$ cat config.mk
export PLATFORM = sky130hd
export DESIGN_NAME = multicycle_ctrl_flat
export DESIGN_NICKNAME = d
export VERILOG_FILES = /design/src/rtl/multicycle_ctrl_pkg.sv /design/src/rtl/multicycle_ctrl_if.sv /design/src/rtl/multicycle_ctrl_fpwait.sv /design/src/rtl/multicycle_ctrl.sv /design/src/flat_wrapper.sv
export SDC_FILE = /design/constraint.sdc
export NUM_CORES = 1
export LEC_CHECK = 0
export ABC_AREA = 1
export BUFFER_PORTS_ARGS = -buffer_cell sky130_fd_sc_hd__buf_4
export CAP_MARGIN = 25
export CORE_MARGIN = 3
export CORE_UTILIZATION = 50
export DETAILED_ROUTE_END_ITERATION = 12
export GPL_ROUTABILITY_DRIVEN = 0
export PLACE_DENSITY_LB_ADDON = 0.2
export RECOVER_POWER = 50
export REMOVE_ABC_BUFFERS = 1
export SLEW_MARGIN = 25
export SYNTH_ARGS = -nofsm -noshare
export SYNTH_HDL_FRONTEND = slang
export SYNTH_SLANG_ARGS = --single-unit
export TNS_END_PERCENT = 10
$ cat constraint.sdc
create_clock -name clk -period 2.6 [get_ports clk]
set_input_delay 0.52 -clock clk [delete_from_list [all_inputs] [get_ports clk]]
set_output_delay 0.52 -clock clk [all_outputs]
set_load 0.01 [all_outputs]
$ cat src/rtl/multicycle_ctrl_pkg.sv
// Shared constants for the multicycle controller: state codes, datapath mux
// select codes and the FP instruction match used by the controller and decoder.
package multicycle_ctrl_pkg;

    localparam logic [3:0] ST_FETCH   = 4'd0;
    localparam logic [3:0] ST_DECODE  = 4'd1;
    localparam logic [3:0] ST_MEMADR  = 4'd2;
    localparam logic [3:0] ST_MEMRD   = 4'd3;
    localparam logic [3:0] ST_MEMWB   = 4'd4;
    localparam logic [3:0] ST_MEMWR   = 4'd5;
    localparam logic [3:0] ST_EXECR   = 4'd6;
    localparam logic [3:0] ST_EXECI   = 4'd7;
    localparam logic [3:0] ST_ALUWB   = 4'd8;
    localparam logic [3:0] ST_BRANCH  = 4'd9;
    localparam logic [3:0] ST_FPSTART = 4'd10;
    localparam logic [3:0] ST_FPWAIT  = 4'd11;
    localparam logic [3:0] ST_FPABORT = 4'd12;

    localparam logic [1:0] OP_DP  = 2'b00;
    localparam logic [1:0] OP_MEM = 2'b01;
    localparam logic [1:0] OP_BR  = 2'b10;

    localparam logic [1:0] ALUB_REG  = 2'b00;
    localparam logic [1:0] ALUB_IMM  = 2'b01;
    localparam logic [1:0] ALUB_FOUR = 2'b10;

    localparam logic [1:0] RES_ALUOUT = 2'b00;
    localparam logic [1:0] RES_RDATA  = 2'b01;
    localparam logic [1:0] RES_ALU    = 2'b10;

    // Funct[5:1] pattern that turns a data-processing AND into an FP op
    localparam logic [4:0] FP_FUNCT_MATCH = 5'b00000;

    function automatic logic is_fpinst(input logic [1:0] op, input logic [5:0] funct);
        return (op == OP_DP) && (funct[5:1] == FP_FUNCT_MATCH);
    endfunction

endpackage

$ cat src/rtl/multicycle_ctrl_if.sv
// Instruction/control bundle between the multicycle controller and the datapath.
interface multicycle_ctrl_if;
    logic [1:0] Op;
    logic [5:0] Funct;
    logic       fp_done;
    logic       IRWrite;
    logic       AdrSrc;
    logic       ALUSrcA;
    logic [1:0] ALUSrcB;
    logic [1:0] ResultSrc;
    logic       NextPC;
    logic       RegW;
    logic       MemW;
    logic       Branch;
    logic       ALUOp;
    logic       fp_start;
    logic       fp_err;
    logic [3:0] state_dbg;

    modport master (
        output Op, Funct, fp_done,
        input  IRWrite, AdrSrc, ALUSrcA, ALUSrcB, ResultSrc, NextPC, RegW,
               MemW, Branch, ALUOp, fp_start, fp_err, state_dbg
    );

    modport slave (
        input  Op, Funct, fp_done,
        output IRWrite, AdrSrc, ALUSrcA, ALUSrcB, ResultSrc, NextPC, RegW,
               MemW, Branch, ALUOp, fp_start, fp_err, state_dbg
    );
endinterface

$ cat src/rtl/multicycle_ctrl_fpwait.sv
// FP wait-cycle counter: cleared on FP start, counts while waiting, flags
// the last permitted wait cycle.
module multicycle_ctrl_fpwait #(
    parameter int unsigned FP_TIMEOUT = 64,
    parameter int unsigned CNT_W      = 7
) (
    input  logic clk,
    input  logic rst_n,
    input  logic clear_i,
    input  logic enable_i,
    output logic expired_o
);
    logic [CNT_W-1:0] cnt_q, cnt_d;

    always_comb begin
        cnt_d = cnt_q;
        if (clear_i)
            cnt_d = '0;
        else if (enable_i)
            cnt_d = cnt_q + 1'b1;
    end

    always_ff @(posedge clk or negedge rst_n) begin
        if (!rst_n)
            cnt_q <= '0;
        else
            cnt_q <= cnt_d;
    end

    assign expired_o = (cnt_q == CNT_W'(FP_TIMEOUT - 1));
endmodule

$ cat src/rtl/multicycle_ctrl.sv
// Main sequencing FSM of the multicycle ARM-subset core, including the FP
// unit start/done handshake with timeout. Strobes are unconditioned.
module multicycle_ctrl
    import multicycle_ctrl_pkg::*;
#(
    parameter int unsigned FP_TIMEOUT = 64,
    parameter int unsigned CNT_W      = 7
) (
    input  logic            clk,
    input  logic            reset,
    multicycle_ctrl_if.slave bus
);
    logic [3:0] state_q, state_d;
    logic       fp_expired;
    logic       irwrite, nextpc, regw, memw, branch, fpstart, fperr;
    logic       adrsrc, alusrca, aluop;
    logic [1:0] alusrcb, resultsrc;

    multicycle_ctrl_fpwait #(
        .FP_TIMEOUT(FP_TIMEOUT),
        .CNT_W     (CNT_W)
    ) u_fpwait (
        .clk      (clk),
        .rst_n    (reset),
        .clear_i  (state_q == ST_FPSTART),
        .enable_i (state_q == ST_FPWAIT),
        .expired_o(fp_expired)
    );

    always_comb begin
        state_d = ST_FETCH;
        case (state_q)
            ST_FETCH:  state_d = ST_DECODE;
            ST_DECODE: begin
                case (bus.Op)
                    OP_MEM:  state_d = ST_MEMADR;
                    OP_BR:   state_d = ST_BRANCH;
                    OP_DP: begin
                        if (is_fpinst(bus.Op, bus.Funct))
                            state_d = ST_FPSTART;
                        else if (bus.Funct[5])
                            state_d = ST_EXECI;
                        else
                            state_d = ST_EXECR;
                    end
                    default: state_d = ST_FETCH;
                endcase
            end
            ST_MEMADR:  state_d = bus.Funct[0] ? ST_MEMRD : ST_MEMWR;
            ST_MEMRD:   state_d = ST_MEMWB;
            ST_EXECR:   state_d = ST_ALUWB;
            ST_EXECI:   state_d = ST_ALUWB;
            ST_FPSTART: state_d = ST_FPWAIT;
            // fp_done wins over a coincident timeout
            ST_FPWAIT: begin
                if (bus.fp_done)
                    state_d = ST_ALUWB;
                else if (fp_expired)
                    state_d = ST_FPABORT;
                else
                    state_d = ST_FPWAIT;
            end
            default:    state_d = ST_FETCH;
        endcase
    end

    always_ff @(posedge clk or negedge reset) begin
        if (!reset)
            state_q <= ST_FETCH;
        else
            state_q <= state_d;
    end

    always_comb begin
        irwrite = 1'b0; nextpc = 1'b0; regw = 1'b0; memw = 1'b0;
        branch = 1'b0; fpstart = 1'b0; fperr = 1'b0;
        adrsrc = 1'b0; alusrca = 1'b0; aluop = 1'b0;
        alusrcb = ALUB_REG; resultsrc = RES_ALUOUT;
        case (state_q)
            ST_FETCH: begin
                alusrca = 1'b1; alusrcb = ALUB_FOUR; resultsrc = RES_ALU;
                irwrite = 1'b1; nextpc = 1'b1;
            end
            ST_DECODE: begin
                alusrca = 1'b1; alusrcb = ALUB_FOUR; resultsrc = RES_ALU;
            end
            ST_MEMADR:  alusrcb = ALUB_IMM;
            ST_MEMRD:   adrsrc = 1'b1;
            ST_MEMWB: begin
                resultsrc = RES_RDATA; regw = 1'b1;
            end
            ST_MEMWR: begin
                adrsrc = 1'b1; memw = 1'b1;
            end
            ST_EXECR:   aluop = 1'b1;
            ST_EXECI: begin
                aluop = 1'b1; alusrcb = ALUB_IMM;
            end
            ST_ALUWB:   regw = 1'b1;
            ST_BRANCH: begin
                alusrcb = ALUB_IMM; resultsrc = RES_ALU; branch = 1'b1;
            end
            ST_FPSTART: begin
                aluop = 1'b1; fpstart = 1'b1;
            end
            ST_FPWAIT:  aluop = 1'b1;
            ST_FPABORT: fperr = 1'b1;
            default: ;
        endcase
    end

    // Strobes are masked combinationally so nothing fires while reset is low
    assign bus.IRWrite   = irwrite & reset;
    assign bus.NextPC    = nextpc  & reset;
    assign bus.RegW      = regw    & reset;
    assign bus.MemW      = memw    & reset;
    assign bus.Branch    = branch  & reset;
    assign bus.fp_start  = fpstart & reset;
    assign bus.fp_err    = fperr   & reset;
    assign bus.AdrSrc    = adrsrc;
    assign bus.ALUSrcA   = alusrca;
    assign bus.ALUSrcB   = alusrcb;
    assign bus.ResultSrc = resultsrc;
    assign bus.ALUOp     = aluop;
    assign bus.state_dbg = state_q;
endmodule

$ cat src/flat_wrapper.sv
// flat-port wrapper written by rule: the top's interface ports become plain ports
module multicycle_ctrl_flat import multicycle_ctrl_pkg::*;
#(
    parameter int unsigned FP_TIMEOUT = 64,
    parameter int unsigned CNT_W      = 7
)
  (clk, reset, bus_Op, bus_Funct, bus_fp_done, bus_IRWrite, bus_AdrSrc, bus_ALUSrcA, bus_ALUSrcB, bus_ResultSrc, bus_NextPC, bus_RegW, bus_MemW, bus_Branch, bus_ALUOp, bus_fp_start, bus_fp_err, bus_state_dbg);
  multicycle_ctrl_if bus_i ();
  input  logic clk;
  input  logic reset;
  input wire logic [$bits(bus_i.Op)-1:0] bus_Op;
  input wire logic [$bits(bus_i.Funct)-1:0] bus_Funct;
  input wire logic [$bits(bus_i.fp_done)-1:0] bus_fp_done;
  output wire logic [$bits(bus_i.IRWrite)-1:0] bus_IRWrite;
  output wire logic [$bits(bus_i.AdrSrc)-1:0] bus_AdrSrc;
  output wire logic [$bits(bus_i.ALUSrcA)-1:0] bus_ALUSrcA;
  output wire logic [$bits(bus_i.ALUSrcB)-1:0] bus_ALUSrcB;
  output wire logic [$bits(bus_i.ResultSrc)-1:0] bus_ResultSrc;
  output wire logic [$bits(bus_i.NextPC)-1:0] bus_NextPC;
  output wire logic [$bits(bus_i.RegW)-1:0] bus_RegW;
  output wire logic [$bits(bus_i.MemW)-1:0] bus_MemW;
  output wire logic [$bits(bus_i.Branch)-1:0] bus_Branch;
  output wire logic [$bits(bus_i.ALUOp)-1:0] bus_ALUOp;
  output wire logic [$bits(bus_i.fp_start)-1:0] bus_fp_start;
  output wire logic [$bits(bus_i.fp_err)-1:0] bus_fp_err;
  output wire logic [$bits(bus_i.state_dbg)-1:0] bus_state_dbg;
  assign bus_i.Op = bus_Op;
  assign bus_i.Funct = bus_Funct;
  assign bus_i.fp_done = bus_fp_done;
  assign bus_IRWrite = bus_i.IRWrite;
  assign bus_AdrSrc = bus_i.AdrSrc;
  assign bus_ALUSrcA = bus_i.ALUSrcA;
  assign bus_ALUSrcB = bus_i.ALUSrcB;
  assign bus_ResultSrc = bus_i.ResultSrc;
  assign bus_NextPC = bus_i.NextPC;
  assign bus_RegW = bus_i.RegW;
  assign bus_MemW = bus_i.MemW;
  assign bus_Branch = bus_i.Branch;
  assign bus_ALUOp = bus_i.ALUOp;
  assign bus_fp_start = bus_i.fp_start;
  assign bus_fp_err = bus_i.fp_err;
  assign bus_state_dbg = bus_i.state_dbg;
  multicycle_ctrl #(.FP_TIMEOUT(FP_TIMEOUT), .CNT_W(CNT_W)) u_core (.clk(clk), .reset(reset), .bus(bus_i));
endmodule
==> Word-level counts from Yosys, hierarchy flattened <==
Index checks and enable logic that the tools add are counted.
{ "totals": {"regBits": 11, "input_bits": 11} }
{ "classes": {"bitwise": 6, "mux": 20, "n_reduce_logical": 12, "n_eq_ne": 15, "n_addsub": 1} }
{ "ops": {"columns": ["operator", "n"], "rows": [
  ["one-hot mux 4 bit (7 select lines)", 1],
  ["equality test 4 bit, second input constant", 5],
  ["equality test 4 x 3 -> 1 bit, second input constant", 4],
  ["two-way mux 7 bit", 2],
  ["one-hot mux 4 bit (3 select lines)", 1],
  ["two-way mux 1 bit", 10],
  ["equality test 4 x 2 -> 1 bit, second input constant", 2],
  ["two-way mux 4 bit", 2],
  ["one-hot mux 2 bit (2 select lines)", 2],
  ["OR reduction 2 bit", 4],
  ["adder 7 x 1 -> 7 bit, second input constant", 1],
  ["equality test 7 x 6 -> 1 bit, second input constant", 1],
  ["bitwise AND 1 bit", 6],
  ["two-way mux 3 bit", 2],
  ["OR reduction 3 bit", 2],
  ["zero test 5 bit", 1],
  ["equality test 4 x 1 -> 1 bit, second input constant", 1],
  ["zero test 4 bit", 1],
  ["OR reduction 4 bit", 1],
  ["equality test 2 x 1 -> 1 bit, second input constant", 1],
  ["equality test 2 bit, second input constant", 1],
  ["zero test 2 bit", 1],
  ["nonzero test 2 bit", 1],
  ["logical AND 1 bit", 1]
]} }

==> Logic depth before layout (Yosys ltp) <==
{ "depth": {"word_depth": 5, "ltp_mapped": 8, "mapped_depth_nobuf": 8} }

==> Cells and area by module <==
Synthesis repeated with hierarchy kept, for this count alone.
{ "hier_totals": {"cells_unflattened": 123, "area_unflattened_um2": 789.5} }
{ "modules_own_cells": {"columns": ["mod", "area_each_um2", "instances", "cells_each"], "rows": [
  ["multicycle_ctrl", 415.4, 1, 76],
  ["multicycle_ctrl_fpwait", 374.1, 1, 47]
]} }

==> Worst setup path after synthesis <==
No wires, ideal clock.
{ "synth_path": {"kind": "register to output", "start": "register u_core.state_q[3] (netlist: u_core.bus.state_dbg[3])", "end": "output bus_NextPC", "required_time_ns": 2.080, "path_buffers": 1, "path_stages_with_launch": 5, "arrival_time_ns": 1.229, "setup_slack_ns": 0.851, "cell_sequence": "dfrtp_1 nor2_1 inv_1 nor2_1 buf_4"} }
{ "synth_between": {"elab_chain_len": 3} }
{ "synth_lines": {"columns": ["element", "line_no", "source"], "rows": [
  ["from (decl)", "multicycle_ctrl.sv:13", "logic [3:0] state_q, state_d;"],
  ["from (signal assigned)", "multicycle_ctrl.sv:71", "state_q <= state_d;"],
  ["zero test 4 bit", null, null],
  ["two-way mux 1 bit", null, null],
  ["bitwise AND 1 bit", null, null],
  ["to (decl)", "flat_wrapper.sv:19", "output wire logic [$bits(bus_i.NextPC)-1:0] bus_NextPC;"]
]} }
No other way between the ends.

==> Worst setup path in the final report <==
{ "layout_path": {"start": "input reset", "end": "output bus_NextPC"} }
{ "layout_between": {"elab_chain_len": 1} }
{ "layout_lines": {"columns": ["element", "line_no", "source"], "rows": [
  ["from (decl)", "flat_wrapper.sv:10", "input logic reset;"],
  ["bitwise AND 1 bit", "multicycle_ctrl.sv:114", "assign bus.NextPC = nextpc & reset;"]
]} }
No other way between the ends.

==> impl_metrics.env <==
export IMPL_outcome="finished, final reports clean"
export IMPL_fin_crit_ps=2100
export IMPL_cp_num_cells=4
export IMPL_rows=13
export IMPL_vdd_drop_max_mv=0.558
export IMPL_busiest_layer="met2"
export IMPL_hold_buffers=0
export IMPL_worst_pin_slew_ps=707
export IMPL_vias=871
export IMPL_cp_endpoint="bus_NextPC"
export IMPL_p_per_area_mw_per_mm2=867
export IMPL_start_util=0.564
export IMPL_die_y_um=45.5
export IMPL_use_met2=0.351
export IMPL_critPathKind="in -> out"
export IMPL_firstDrtPassIters=4
export IMPL_rrSetupSlack_ps=1170
export IMPL_cpMaxStageDelayCell="clkbuf_1"
export IMPL_drt_iter0_drc=16
export IMPL_ys_top_cells_by_area="dfrtp_1 35%, nand2_1 14%, nor2_1 12%"
export IMPL_syn_area_sq_um=779
export IMPL_routedWlPerCell_um=12.3
export IMPL_cts_path_max_buffers=2
export IMPL_dieWidth_um=45.5
export IMPL_post_cts_buffers=0
export IMPL_via_per_inst=5.28
export IMPL_place_area_sq_um=990
export IMPL_fin_nets=163
export IMPL_yosysUniqueCellTypes=20
export IMPL_grt_use_total=0.217
export IMPL_cts_root_buf="clkbuf_4"
export IMPL_finalSetupTns_ps=0
export IMPL_grtUsageMet3=0.0474
export IMPL_ant_nets=0
export IMPL_critPathCaptureType="output pin"
export IMPL_grt_first_pass_wirelength_um=3240
export IMPL_synth_area_per_cell_sq_um=6.50
export IMPL_yosysWarningCount=0
export IMPL_core_sq_mm=0.00138
export IMPL_dieArea_sq_mm=0.00207
export IMPL_yosys_area_top_type="dfrtp_1"
export IMPL_cp_num_buf_inv=2
export IMPL_critical_path_arrival_ps=1580
export IMPL_htree_levels=1
export IMPL_r2r_start="u_core.bus.state_dbg[2]$_DFF_PN0_"
export IMPL_dp_hpwl_um=1650
export IMPL_cts_tree="done"
export IMPL_grt_max_degree=14
export IMPL_max_cap_violations=0
export IMPL_cts_num_sinks=11
export IMPL_dp_cells=161
export IMPL_overflow=0
export IMPL_io_pins=29
export IMPL_fin_ws_ps=499
export IMPL_startpoint_type="primary input"
export IMPL_setup_viol=0
export IMPL_hold_class="in -> async"
export IMPL_clock_insertion_delay_worst_skew_ps=270
export IMPL_fmax_ghz=0.476
export IMPL_maxSlewViolCount=0
export IMPL_use_met1=0.276
export IMPL_grt_setup_unrepaired="no"
export IMPL_worst_path_dominant_cell_family="buffers and inverters"
export IMPL_grt_pass1_vias=782
export IMPL_ctsResizeCount=0
export IMPL_p_leak_uw=0.000546
export IMPL_ys_seq_elements=11
export IMPL_clk_pin_slew_ps=70
export IMPL_required_ps=2080
export IMPL_synthCells=120
export IMPL_cpPeakStageDelay_ps=520
export IMPL_diodes=0
export IMPL_area_growth_pct=28.1
export IMPL_critical_path_cell_chain="clkbuf_1 > nand3_1 > nor2_1 > buf_4"
export IMPL_cts_buffers=3
export IMPL_final_cells=165
export IMPL_finClkSkew_ps=3.53
export IMPL_design_area_sq_um=998
export IMPL_drive_above_1_share=0.240
export IMPL_drc=0
export IMPL_worst_path_max_fanout=13
export IMPL_antenna_found_initial=0
export IMPL_dp_slack_ps=859
export IMPL_crit_start="reset"
export IMPL_period_share=0.808
export IMPL_reg2reg_to="u_core.u_fpwait.cnt_q[5]$_DFFE_PN0P_"
export IMPL_port_buffers=28
export IMPL_reg2reg_depth=7
export IMPL_synth_top_cell_area_share=0.353
export IMPL_wl_um=2030
export IMPL_hold_viol_final=0
export IMPL_relSlewSlack=0.528
export IMPL_seq_area_frac_synth=0.353
export IMPL_postLayoutCoreUtil=0.722
[synth_stat cells]
cell,count
nand2_1,29
nor2_1,24
inv_1,17
dfrtp_1,11
nand3_1,10
o21ai_0,6
nand2_2,4
nand4_1,3
a21oi_1,2
inv_2,2
nor2_4,2
nor3_1,2
a22o_2,1
buf_4,1
buf_6,1
ha_1,1
nor2_2,1
o211ai_1,1
o21ai_1,1
o21bai_1,1
[stage by stage]
stage          total power, uW  hold WS, ps
4_1_cts                    882         81.6
6_report                   865          265
3_3_place_gp               750          368
5_1_grt                    924          299
2_1_floorplan              534          224
3_5_place_dp               762          372
[registers in the layout, indices dropped and copies added, names as in the netlist]
name	cells
u_core.bus.state_dbg	4
u_core.u_fpwait.cnt_q	7
[worst reg2reg max path, delay by kind of cell, from the launching register on]
| family | cells | cell delay (ps) |
|---|---|---|
| DFF | 1 | 430 |
| and+or+nand+nor | 6 | 850 |
| buffers and inverters | 1 | 90 |
[worst min path at each step]
stage                     depth (start not counted)  slack (ps)  startpoint                                 to
after detailed placement                          1         370       reset  u_core.bus.state_dbg[3]$_DFF_PN0_
after CTS                                         1          80       reset  u_core.bus.state_dbg[3]$_DFF_PN0_
after global routing                              1         300       reset  u_core.bus.state_dbg[3]$_DFF_PN0_
after floorplan                                   0         220       reset  u_core.bus.state_dbg[0]$_DFF_PN0_
after global placement                            1         370       reset  u_core.bus.state_dbg[3]$_DFF_PN0_
final                                             1         260       reset  u_core.bus.state_dbg[3]$_DFF_PN0_
[where the power goes]
part | total, uW | internal [uW] | switching [uW]
Clock | 120 | 59.4 | 60.9
Sequential | 270 | 207 | 62.5
Combinational | 475 | 201 | 274
[area by class of cell]
| cell class | count | area, sq um |
|---|---|---|
| multi-input combinational | 88 | 404 |
| fill | 116 | 384 |
| sequential | 11 | 275 |
| timing repair buffer | 28 | 203 |
| inverter | 19 | 71.3 |
| clock buffer | 4 | 26.3 |
| tap | 15 | 18.8 |
[kinds of logic (layout without fill, tap and decap cells)]
kind of cell	count (synthesis)	after routing	share of synthesized area
fa+ha+maj	1	1	0.0160
buf+inv	21	51	0.116
compound gates	12	12	0.0899
flops	11	11	0.353
simple gates	75	75	0.425
[metal layers]
metal	wire (um)	up-vias
li1	-	436
met1	911	400
met2	981	31
met3	108	4
met4	24	0
met5	0	-
[cell usage in the layout, fill, tap and decap left out]
master,n
nand2_1,30
o211ai_1,1
nand4_1,3
inv_1,18
ha_1,1
inv_2,1
dfrtp_1,11
o21ai_0,7
clkbuf_1,3
a21oi_1,2
o21bai_1,1
clkbuf_4,3
a22o_2,1
nor3_1,2
buf_4,26
nand3_1,10
nand2_2,3
nor2_1,25
nor2_4,1
nor2_2,1
Power figures use the tool's default switching activity.
